<file path="config.mk">
export PLATFORM = sky130hd
export DESIGN_NAME = mc_control
export DESIGN_NICKNAME = d
export VERILOG_FILES = /design/src/rtl/mc_control.sv
export SDC_FILE = /design/constraint.sdc
export NUM_CORES = 1
export LEC_CHECK = 0
export CORE_MARGIN = 1
export CORE_UTILIZATION = 37
export DETAILED_ROUTE_END_ITERATION = 10
export DONT_BUFFER_PORTS = 1
export PLACE_DENSITY = 0.49
export RECOVER_POWER = 50
export SLEW_MARGIN = 20
export SYNTH_ARGS = -nofsm -noshare
export SYNTH_HDL_FRONTEND = slang
export SYNTH_SLANG_ARGS = --single-unit
export TNS_END_PERCENT = 50
</file>
<file path="constraint.sdc">
create_clock -name clk -period 3.2 [get_ports clk]
set_input_delay 0.8 -clock clk [delete_from_list [all_inputs] [get_ports clk]]
set_output_delay 0.8 -clock clk [all_outputs]
set_load 0.1 [all_outputs]
</file>
<file path="src/rtl/mc_control.sv">
// mc_control: multi-cycle MIPS controller stepping each instruction through FETCH/DECODE/EXEC/MEM/WB.
// Latency: 2 (j/nop) to 4+EX_CYCLES (lw) cycles per instruction, plus memory wait cycles.
// Backpressure: FETCH and MEM hold their request stable until imem_ready / dmem_ready.
// Build option: define MC_CONTROL_TRAP_EN to send unknown instructions to a sticky HALT state with trap=1.
module mc_control #(
  parameter int EX_CYCLES = 1,
  parameter int CNT_W     = 3
) (
  input  logic        clk,
  input  logic        reset,
  input  logic [31:0] instr,
  input  logic        equal,
  input  logic        imem_ready,
  input  logic        dmem_ready,
  output logic        imem_req,
  output logic        dmem_req,
  output logic        dmem_we,
  output logic        IR_WE,
  output logic        PC_WE,
  output logic [1:0]  pc_src,
  output logic        GRF_WE,
  output logic [1:0]  sel_rt_rd_31,
  output logic [1:0]  sel_alu_dm_pc4,
  output logic        sel_zero_sign,
  output logic        sel_imm32_rt,
  output logic [2:0]  ALUOp,
  output logic [2:0]  state,
`ifdef MC_CONTROL_TRAP_EN
  output logic        trap,
`endif
  output logic        instr_done
);

  typedef enum logic [2:0] {
    S_FETCH  = 3'd0,
    S_DECODE = 3'd1,
    S_EXEC   = 3'd2,
    S_MEM    = 3'd3,
    S_WB     = 3'd4
`ifdef MC_CONTROL_TRAP_EN
    , S_HALT = 3'd5
`endif
  } state_t;

  localparam logic [5:0] OP_RTYPE = 6'h00;
  localparam logic [5:0] OP_J     = 6'h02;
  localparam logic [5:0] OP_JAL   = 6'h03;
  localparam logic [5:0] OP_BEQ   = 6'h04;
  localparam logic [5:0] OP_ORI   = 6'h0d;
  localparam logic [5:0] OP_LUI   = 6'h0f;
  localparam logic [5:0] OP_LW    = 6'h23;
  localparam logic [5:0] OP_SW    = 6'h2b;
  localparam logic [5:0] FN_JR    = 6'h08;
  localparam logic [5:0] FN_ADDU  = 6'h21;
  localparam logic [5:0] FN_SUBU  = 6'h23;

  state_t           state_q, next_state;
  logic [CNT_W-1:0] ex_cnt;
  logic             ex_last;

  logic [5:0] opcode, funct;
  logic is_addu, is_subu, is_jr, is_ori, is_lui, is_lw, is_sw, is_beq, is_j, is_jal, is_nop;
  logic is_exec;
  logic [1:0] dec_pc_src, dec_dst, dec_wd;
  logic [2:0] dec_alu;
  logic       dec_zs, dec_imm;

  // Instruction decode: per-instruction select values, held for the whole instruction.
  always_comb begin
    opcode  = instr[31:26];
    funct   = instr[5:0];
    is_addu = (opcode == OP_RTYPE) && (funct == FN_ADDU);
    is_subu = (opcode == OP_RTYPE) && (funct == FN_SUBU);
    is_jr   = (opcode == OP_RTYPE) && (funct == FN_JR);
    is_ori  = (opcode == OP_ORI);
    is_lui  = (opcode == OP_LUI);
    is_lw   = (opcode == OP_LW);
    is_sw   = (opcode == OP_SW);
    is_beq  = (opcode == OP_BEQ);
    is_j    = (opcode == OP_J);
    is_jal  = (opcode == OP_JAL);
    is_nop  = (instr == 32'd0);
    is_exec = is_addu | is_subu | is_jr | is_ori | is_lui | is_lw | is_sw | is_beq;

    dec_pc_src = is_beq ? 2'd1 : (is_j | is_jal) ? 2'd2 : is_jr ? 2'd3 : 2'd0;
    dec_dst    = (is_addu | is_subu) ? 2'd1 : is_jal ? 2'd2 : 2'd0;
    dec_wd     = is_lw ? 2'd1 : is_jal ? 2'd2 : 2'd0;
    dec_alu    = (is_subu | is_beq) ? 3'd1 : is_ori ? 3'd2 : is_lui ? 3'd3 : 3'd0;
    dec_zs     = is_lw | is_sw | is_beq;
    dec_imm    = is_ori | is_lui | is_lw | is_sw;
  end

  assign ex_last = (ex_cnt == CNT_W'(EX_CYCLES - 1));
  assign state   = state_q;

  // State register; reset abandons whatever is in flight.
  always_ff @(posedge clk) begin
    if (reset) state_q <= S_FETCH;
    else       state_q <= next_state;
  end

  // EXEC cycle counter: counts while in EXEC, cleared on exit so each instruction starts at 0.
  always_ff @(posedge clk) begin
    if (reset)                                ex_cnt <= '0;
    else if ((state_q == S_EXEC) && !ex_last) ex_cnt <= ex_cnt + CNT_W'(1);
    else                                      ex_cnt <= '0;
  end

  // Next-state and per-state outputs; write enables pulse only in the cycle that commits them.
  always_comb begin
    next_state     = state_q;
    imem_req       = 1'b0;
    dmem_req       = 1'b0;
    dmem_we        = 1'b0;
    IR_WE          = 1'b0;
    PC_WE          = 1'b0;
    GRF_WE         = 1'b0;
    instr_done     = 1'b0;
    pc_src         = 2'd0;
    sel_rt_rd_31   = 2'd0;
    sel_alu_dm_pc4 = 2'd0;
    sel_zero_sign  = 1'b0;
    sel_imm32_rt   = 1'b0;
    ALUOp          = 3'd0;
`ifdef MC_CONTROL_TRAP_EN
    trap           = 1'b0;
`endif

    // IR is only meaningful from DECODE onward, so FETCH keeps selects at zero.
    if (state_q inside {S_DECODE, S_EXEC, S_MEM, S_WB}) begin
      pc_src         = dec_pc_src;
      sel_rt_rd_31   = dec_dst;
      sel_alu_dm_pc4 = dec_wd;
      sel_zero_sign  = dec_zs;
      sel_imm32_rt   = dec_imm;
      ALUOp          = dec_alu;
    end

    case (state_q)
      S_FETCH: begin
        imem_req = 1'b1;
        if (imem_ready) begin
          IR_WE      = 1'b1;
          PC_WE      = 1'b1;
          next_state = S_DECODE;
        end
      end
      S_DECODE: begin
        if (is_j) begin
          PC_WE      = 1'b1;
          instr_done = 1'b1;
          next_state = S_FETCH;
        end else if (is_jal) begin
          next_state = S_WB;
        end else if (is_exec) begin
          next_state = S_EXEC;
        end else if (is_nop) begin
          instr_done = 1'b1;
          next_state = S_FETCH;
        end else begin
`ifdef MC_CONTROL_TRAP_EN
          next_state = S_HALT;
`else
          instr_done = 1'b1;
          next_state = S_FETCH;
`endif
        end
      end
      S_EXEC: begin
        if (ex_last) begin
          if (is_beq) begin
            PC_WE      = equal;
            instr_done = 1'b1;
            next_state = S_FETCH;
          end else if (is_jr) begin
            PC_WE      = 1'b1;
            instr_done = 1'b1;
            next_state = S_FETCH;
          end else if (is_lw || is_sw) begin
            next_state = S_MEM;
          end else begin
            next_state = S_WB;
          end
        end
      end
      S_MEM: begin
        dmem_req = 1'b1;
        dmem_we  = is_sw;
        if (dmem_ready) begin
          if (is_sw) begin
            instr_done = 1'b1;
            next_state = S_FETCH;
          end else begin
            next_state = S_WB;
          end
        end
      end
      S_WB: begin
        GRF_WE     = 1'b1;
        instr_done = 1'b1;
        PC_WE      = is_jal;
        next_state = S_FETCH;
      end
`ifdef MC_CONTROL_TRAP_EN
      S_HALT: begin
        trap       = 1'b1;
        next_state = S_HALT;
      end
`endif
      default: next_state = S_FETCH;
    endcase

    // Reset wins over any ready: nothing is requested or written while it is held.
    if (reset) begin
      imem_req       = 1'b0;
      dmem_req       = 1'b0;
      dmem_we        = 1'b0;
      IR_WE          = 1'b0;
      PC_WE          = 1'b0;
      GRF_WE         = 1'b0;
      instr_done     = 1'b0;
      pc_src         = 2'd0;
      sel_rt_rd_31   = 2'd0;
      sel_alu_dm_pc4 = 2'd0;
      sel_zero_sign  = 1'b0;
      sel_imm32_rt   = 1'b0;
      ALUOp          = 3'd0;
`ifdef MC_CONTROL_TRAP_EN
      trap           = 1'b0;
`endif
    end
  end

endmodule
</file>
Word-level counts from Yosys, hierarchy flattened
Index checks and enable logic that the tools add are counted.

word-level totals
  register bits after elaboration = 6
  bits of input ports = 37
  word-level logic and storage cells = 105

cells by class
  add/subtract/negate cells = 1
  equality and inequality tests = 17
  multiplexer cells = 58
  bitwise logic cells = 15
  reductions and logical operators = 12

operators with widths
  cell                 number
  $mux 2               17
  $mux 3               10
  $mux 1               28
  $eq 6x6->1 const B   4
  $eq 6x4->1 const B   3
  $or 1x1->1           14
  $eq 6x2->1 const B   2
  $pmux 3 s4           1
  $pmux 1 s4           2
  $eq 3x2->1 const B   2
  $eq 6x3->1 const B   1
  $logic_not 3->1      2
  $logic_not 6->1      1
  $ne 2x2->1 const B   3
  $logic_and 1x1->1    4
  $reduce_bool 4->1    1
  $add 3x1->3 const B  1
  $eq 3x1->1 const B   1
  $eq 3x3->1 const B   1
  $reduce_and 3->1     1
  $reduce_or 2->1      1
  $logic_not 1->1      1
  $logic_or 1x1->1     1
  $not 1->1            1

Logic depth before layout (Yosys ltp)
Gate-level depths: netlist (run 1).

  word-level depth = 14
  gate-level depth with buffers = 6

Least setup slack after synthesis (run 1)
Ideal clock, no wire load.

  kind = reg-to-output
  start = register state_q[0] (netlist: state[0])
  end = output port dmem_we
  arrival = 5.906 ns
  data required time = 2.400 ns
  setup slack = -3.506 ns
  cell stages (with the launch flop) = 4
  cells stage by stage = dfxtp_1 > clkbuf_1 > nor3b_1 > nor3b_1

between the ends
  word-level cells in the longest chain between the ends = 3

RTL lines
  element                   RTL line  RTL
  start: declaration        57        state_t state_q, next_state;
  start signal: assignment  99        else state_q <= next_state;
  $eq 3x2->1                139       case (state_q)
  $mux 1                    139
  $mux 1                    214       if (reset) begin
  end: declaration          17        output logic dmem_we,

Every way passes these cells.

Worst setup path after layout (run 1)
  start = input port instr[31]
  end = output port instr_done

between the ends
  word-level cells in the longest chain between the ends = 14
  elaborated cells between the ends (all ways) = 28
  classes of those cells = eq/ne: 7; mux: 10; bitwise: 7; reduce/logical: 4

RTL lines
  element                               RTL line    RTL
  start: declaration                    11          input logic [31:0] instr,
  $logic_not 6->1                       72, 73, 74
  $logic_and 1x1->1 (on tied branches)  72, 73
  $or 1x1->1 (7 in a row)               83          is_exec = is_addu | is_subu | is_jr | is_ori | is_lui | is_lw | is_sw | is_beq;
  $mux 1                                155         end else if (is_exec) begin
  $mux 1                                153         end else if (is_jal) begin
  $mux 1                                149         if (is_j) begin
  $pmux 1 s4 *                          139
  $mux 1 *                              214
  end: declaration                      31          output logic instr_done

Mark *: on every way between the ends. The rest lies on a longest branch, timed or not.

==> results of run 1 <==
==> placed cells by master, fill, tap and decap left out, types with 3 or more instances in the layout <==
cell      instances
nor2_1           11
buf_12            5
nand2_1           8
o21ai_0           5
nand4_1           3
dfxtp_1           3
clkbuf_4          3
nor3_1            4
inv_1             3
dfxtp_4           3
nor3_4            4
a21oi_1           4
clkbuf_1          3
nand2b_1          3
nor2_2            3
buf_4            11
and3b_1           3
nor4_4            3
nor2b_1           3
nor3b_4           3
==> metal layers <==
layer / global-route usage / wire (µm)
met1: 0.332 / 1070
met2: 0.384 / 1200
met3: 0.0222 / 111
met4: 0.0333 / 13
met5: 0 / 0
==> final timing paths <==
| check | startpoint | slack (ps) | cells past startpoint | end |
|---|---|---|---|---|
| worst max-delay path | instr[31] | 200 | 5 | instr_done |
| worst min-delay path | ex_cnt[0] | 480 | 1 | ex_cnt[0] |
| worst max register to register | state[0] | 1450 | 4 | state[2] |
| worst min register to register | ex_cnt[0] | 480 | 1 | ex_cnt[0] |
==> cell families after synthesis <==
group / count (synthesis) / synth area share
AO/OA/AOI/OAI: 24 / 0.199
XOR/XNOR: 2 / 0.0223
adder cells (fa/ha/maj): 2 / 0.0318
buffers and inverters: 11 / 0.0588
flip-flops: 6 / 0.153
other: 1 / 0.00476
AND/OR/NAND/NOR: 70 / 0.531
==> where the power goes <==
| group | internal [mW] | switching [mW] |
|---|---|---|
| Combinational | 0.0286 | 0.0572 |
| Clock | 0.0479 | 0.0377 |
| Sequential | 0.0744 | 0.0145 |
==> registers in the layout, indices dropped and copies added, names as in the netlist <==
| register | count |
|---|---|
| state | 3 |
| ex_cnt | 3 |
==> through the flow <==
stage | std cells | setup TNS [ps] | hold WS (ps) | setup slack [ps] | instance area (µm²)
final | 159 | 0 | 480 | 197 | 1200
after global routing | 159 | 0 | 495 | 56.9 | 1200
after CTS | 159 | 0 | 485 | 190 | 1220
after detailed placement | 155 | 0 | 480 | 195 | 1190
after global placement | 155 | 0 | 429 | 190 | 1190
after floorplan | 116 | -1270 | 417 | -379 | 993
==> area by class of cell <==
class / instances / area (µm²)
Inverter: 3 / 11.3
Fill cell: 172 / 777
Sequential cell: 6 / 131
Multi-Input combinational cell: 99 / 802
Clock buffer: 4 / 26.3
Tap cell: 27 / 33.8
Timing Repair Buffer: 20 / 200
==> key figures, run 1 <==
Status
  • Status: finished clean

Worst setup path
  • Worst Path Buf+Inv: 1
  • Worst Setup End Kind: output port
  • CP Launch Type: primary input
  • Worst EP required: between 2000 and 2500 ps
  • CP delay by family, top: simple AND/OR/NAND/NOR gates
  • Crit Path Category: primary input to output port
  • Worst EP arrival: approximately 2200 ps
  • Slowest cell delay on critical path: around 520 ps
  • Crit-path max FO: 7
  • Crit-path slowest cell: or4_4
  • Crit-path cells: or4_4, nor4b_1, o21ai_0, a41oi_2, buf_12

CTS
  • Post_cts resized: 0
  • CTS clk-pin slew, worst paths: around 60 ps
  • Hold-fix buffer count after cts: 0
  • CTS Buf Count: 3
  • Clk buf depth: 2
  • Clock insertion delay at the later pin of the skew report: about 260 ps
  • H-tree Lvls: 1
  • TritonCTS clock tree: built
  • # clock sinks: 6
  • Root Driver: clkbuf_4
  • Postcts setup bufs: 0

Worst hold path
  • Tightest Hold Check Type: flop to flop

STA
  • Minimum clock period: 3000 ps
  • Final Hold Vio Count: 0
  • RSZ-0062 raised after global routing: no
  • Setup Skew: ~14 ps
  • Slew Limit Fails: 0
  • Final setup viols: 0
  • Fmax: 0.333 GHz
  • Slew headroom: 0.232
  • Final worst path period share: 0.939
  • Slew @ Worst Pin: between 1000 and 1500 ps

Global routing
  • Global-route wire length before repair: around 3800 µm
  • Initial antenna violation count: 0
  • Largest net degree at the start of global routing: 17
  • Number of global-route vias before repair: around 790
  • Gr usage total: 0.231
  • GRT overflow: 0

Floorplan
  • Die width: around 48 µm
  • DIE AREA: 0.00232 mm²
  • Die Y: 48.1 µm
  • Starting Density: 0.397
  • Area of the core: 0.00198 mm²
  • Core Rows: 16
  • I/O pins: 58

Layout
  • Core Util, Final: 0.608
  • Final net count: roughly 170
  • # diodes: 0
  • Area delta synth->final: 53.1%
  • Share of layout cells above drive strength 1: 0.364

Route
  • Vias/cell: 5.77
  • TritonRoute pass-1 iters: 4
  • Remaining DRCs: 0
  • Via Count: 918
  • Final ANT Viol Nets: 0
  • Routed WL: 2400 µm
  • Wire per inst: between 15 and 20 µm
  • DR iter-0 viols: 14

Synth
  • Register area share after synthesis: 0.153
  • Number of synthesized flops with an enable pin: 0
  • Unique cell type count in the Yosys netlist: 41
  • Synth cell count leaders: nor2_1, nor3_1, nand2_1
  • Primary FF master, synth: dfxtp_1
  • Post-Syn Instances: between 100 and 150
  • Cell with the most instances after synthesis: nor2_1
  • Synth warnings: 0
  • Top post-synthesis cells by area: dfxtp_1, nor2_1, nor3_1
  • Yosys top cell area share: 0.153
  • Async S/R FF share, synth: 0
  • Net Count, Synth: roughly 160
  • Syn Area/Cell: between 6 and 7 µm²
  • Post-Synthesis Cell Area: 787 µm²
  • Largest area contributor in the netlist: dfxtp_1
  • Synthesis-stage register bit count: 6

Place
  • Final GP Congestion: ~0.8
  • Hpwl dp: approximately 1900 µm
  • Number of buffer cells added on primary ports: 0

Flow run
  • Max Cap Viol: 0

Power
  • PnR Total Power: 0.260 mW
  • PwrDens: approximately 220 mW/mm²
  • Static leakage: 0.433 nW
  • Worst vdd ir: around 0.18 mV
Power figures use the tool's default switching activity.
==> inputs of run 2 (changes only) <==
CORE_UTILIZATION = 34   (was 37)
DONT_BUFFER_PORTS = unset   (was 1)
MAX_ROUTING_LAYER = met4   (was unset)
PLACE_DENSITY = 0.78   (was 0.49)
TNS_END_PERCENT = 5   (was 50)
==> key figures, run 2 (synthesis gave the netlist of run 1 again) <==
Status
  • Status: finished clean

Power
  • Clk pwr share: 0.248
  • Flop pwr share: 0.259
  • Switch share: 0.399
  • Comb power frac: 0.492
  • PnR Total Power: between 0.3 and 0.4 mW
  • Switch Pwr: 0.123 mW
  • Cell-internal power: between 0.15 and 0.2 mW
  • Static leakage: 0.642 nW
  • PwrDens: 185 mW/mm²
  • Worst vdd ir: 0.249 mV

Worst setup path
  • Crit-path cells: dlygate4sd2_1, or4bb_4, nor3_2, o21ai_1, a41oi_2, buf_12
  • Flop2flop setup slack: between 1000 and 1500 ps
  • Worst EP arrival: 2370 ps
  • Reg2reg end: state[2]
  • Critical R2R Launch: ex_cnt[0]
  • CP Launch Type: primary input
  • Worst Setup End Kind: output port
  • Worst EP required: roughly 2400 ps
  • Slowest cell delay on critical path: approximately 550 ps
  • Crit-path max FO: 4
  • Crit path to: instr_done
  • Crit-path slowest cell: or4bb_4
  • Reg2reg path depth: 6
  • Worst setup startpoint: instr[28]
  • Crit Path Category: primary input to output port

Route
  • Via Count: ~1.1k
  • TritonRoute pass-1 iters: 5
  • Vias/cell: around 5.5
  • Routed WL: 3090 µm
  • Remaining DRCs: 0
  • Wire per inst: between 15 and 20 µm
  • DR iter-0 viols: 23
  • Final ANT Viol Nets: 0

Place
  • Final GP Congestion: between 0.8 and 0.9
  • Dpl cells: 200
  • Hpwl dp: 2520 µm
  • Place WS: -352 ps
  • DP Area: around 0.0016 mm²
  • Number of buffer cells added on primary ports: 36

CTS
  • Hold-fix buffer count after cts: 0
  • Root Driver: clkbuf_4
  • Clk buf depth: 2
  • TritonCTS clock tree: built
  • # clock sinks: 6
  • CTS Buf Count: 3
  • H-tree Lvls: 1
  • Postcts setup bufs: 0
  • Clock insertion delay at the later pin of the skew report: roughly 250 ps
  • CTS clk-pin slew, worst paths: about 40 ps

Global routing
  • GRT overflow: 0
  • Largest net degree at the start of global routing: 17
  • Initial antenna violation count: 0
  • Global-route wire length before repair: 5060 µm
  • Gr usage total: 0.269
  • Number of global-route vias before repair: between 1k and 1.5k

STA
  • Fmax: about 0.32 GHz
  • Worst Setup Slack, final: roughly 35 ps
  • Slew Limit Fails: 0
  • Final worst path period share: 0.989
  • Final setup viols: 0
  • Slew headroom: 0.225
  • Minimum clock period: 3170 ps
  • Final Hold Vio Count: 0
  • Post-route setup TNS: 0 ps
  • Setup Skew: roughly 16 ps
  • Hold slack: approximately 460 ps
  • Slew @ Worst Pin: 1170 ps

Layout
  • # diodes: 0
  • Commonest non-fill, non-tap cell in the layout: buf_4
  • Fill count: between 150 and 200
  • Design Area, Final: 0.00167 mm²
  • Share of layout cells above drive strength 1: 0.460
  • Commonest cells after routing, fill and taps aside: buf_4, buf_12, nor2_1
  • Layout Cells excl Fill: roughly 200
  • Core Util, Final: 0.762
  • Final net count: approximately 220
  • Area delta synth->final: 112%

Floorplan
  • Starting Density: 0.359
  • Die Y: 50.1 µm
  • DIE AREA: 0.00251 mm²
  • Area of the core: roughly 0.0022 mm²
  • Die width: roughly 50 µm
  • I/O pins: 58
  • Core Rows: 17

Flow run
  • Max Cap Viol: 0

Worst hold path
  • Tightest Hold Check Type: flop to flop
  • Hold Crit Depth: 1
## run 2: changes by cell type in the layout (fill, tap and decap cells not counted), sizes merged
| cell | change |
|---|---|
| clkdlybuf4s50 | +4 |
| dlygate4sd2 | +8 |
| clkbuf | +5 |
| clkdlybuf4s15 | +1 |
| buf | +26 |
## run 2: routing by layer
metal	part of all wire	vias to the layer above	global-route usage
li1	-	551	-
met1	0.42	541	0.319
met2	0.54	29	0.484
met3	0.040	0	0.0340
met4	0	0	0.0429
met5	0	-	-
## run 2: area by class of cell
type                       count  area, µm²  share of cell area
clock buffer                   4       26.3              0.0157
tap                           28       35.0              0.0210
multi-input combinational     99        787               0.471
timing repair buffer          64        679               0.407
sequential                     6        131              0.0787
inverter                       3       11.3             0.00674
## run 2: worst min path at each step
stage / startpoint / endpoint / slack (ps)
CTS: ex_cnt[0] / ex_cnt[0] / 460
finish: ex_cnt[0] / ex_cnt[0] / 460
detailed placement: ex_cnt[0] / ex_cnt[0] / 450
global route: ex_cnt[0] / ex_cnt[0] / 480
global placement: ex_cnt[0] / ex_cnt[0] / 430
floorplan: ex_cnt[0] / ex_cnt[0] / 420
## run 2: timing repair
action                                  in CTS  in global routing
endpoints found under the setup margin       9                  2
pin swaps                                    9                  9
gates resized for setup                     27                  7
## run 2: critical path: cells and delay by family
family	cells	cell delay [ps]
simple gates	2	730
buf+inv	2	490
compound gates	2	340
## run 2: power by group through the flow
stage / Sequential [mW] / Combinational, mW / Clock, mW
2_1_floorplan: 0.0866 / 0.0807 / 0
3_3_place_gp: 0.0813 / 0.149 / 0
3_5_place_dp: 0.0815 / 0.152 / 0
4_1_cts: 0.0801 / 0.152 / 0.0798
5_1_grt: 0.0806 / 0.161 / 0.0849
6_report: 0.0802 / 0.152 / 0.0768
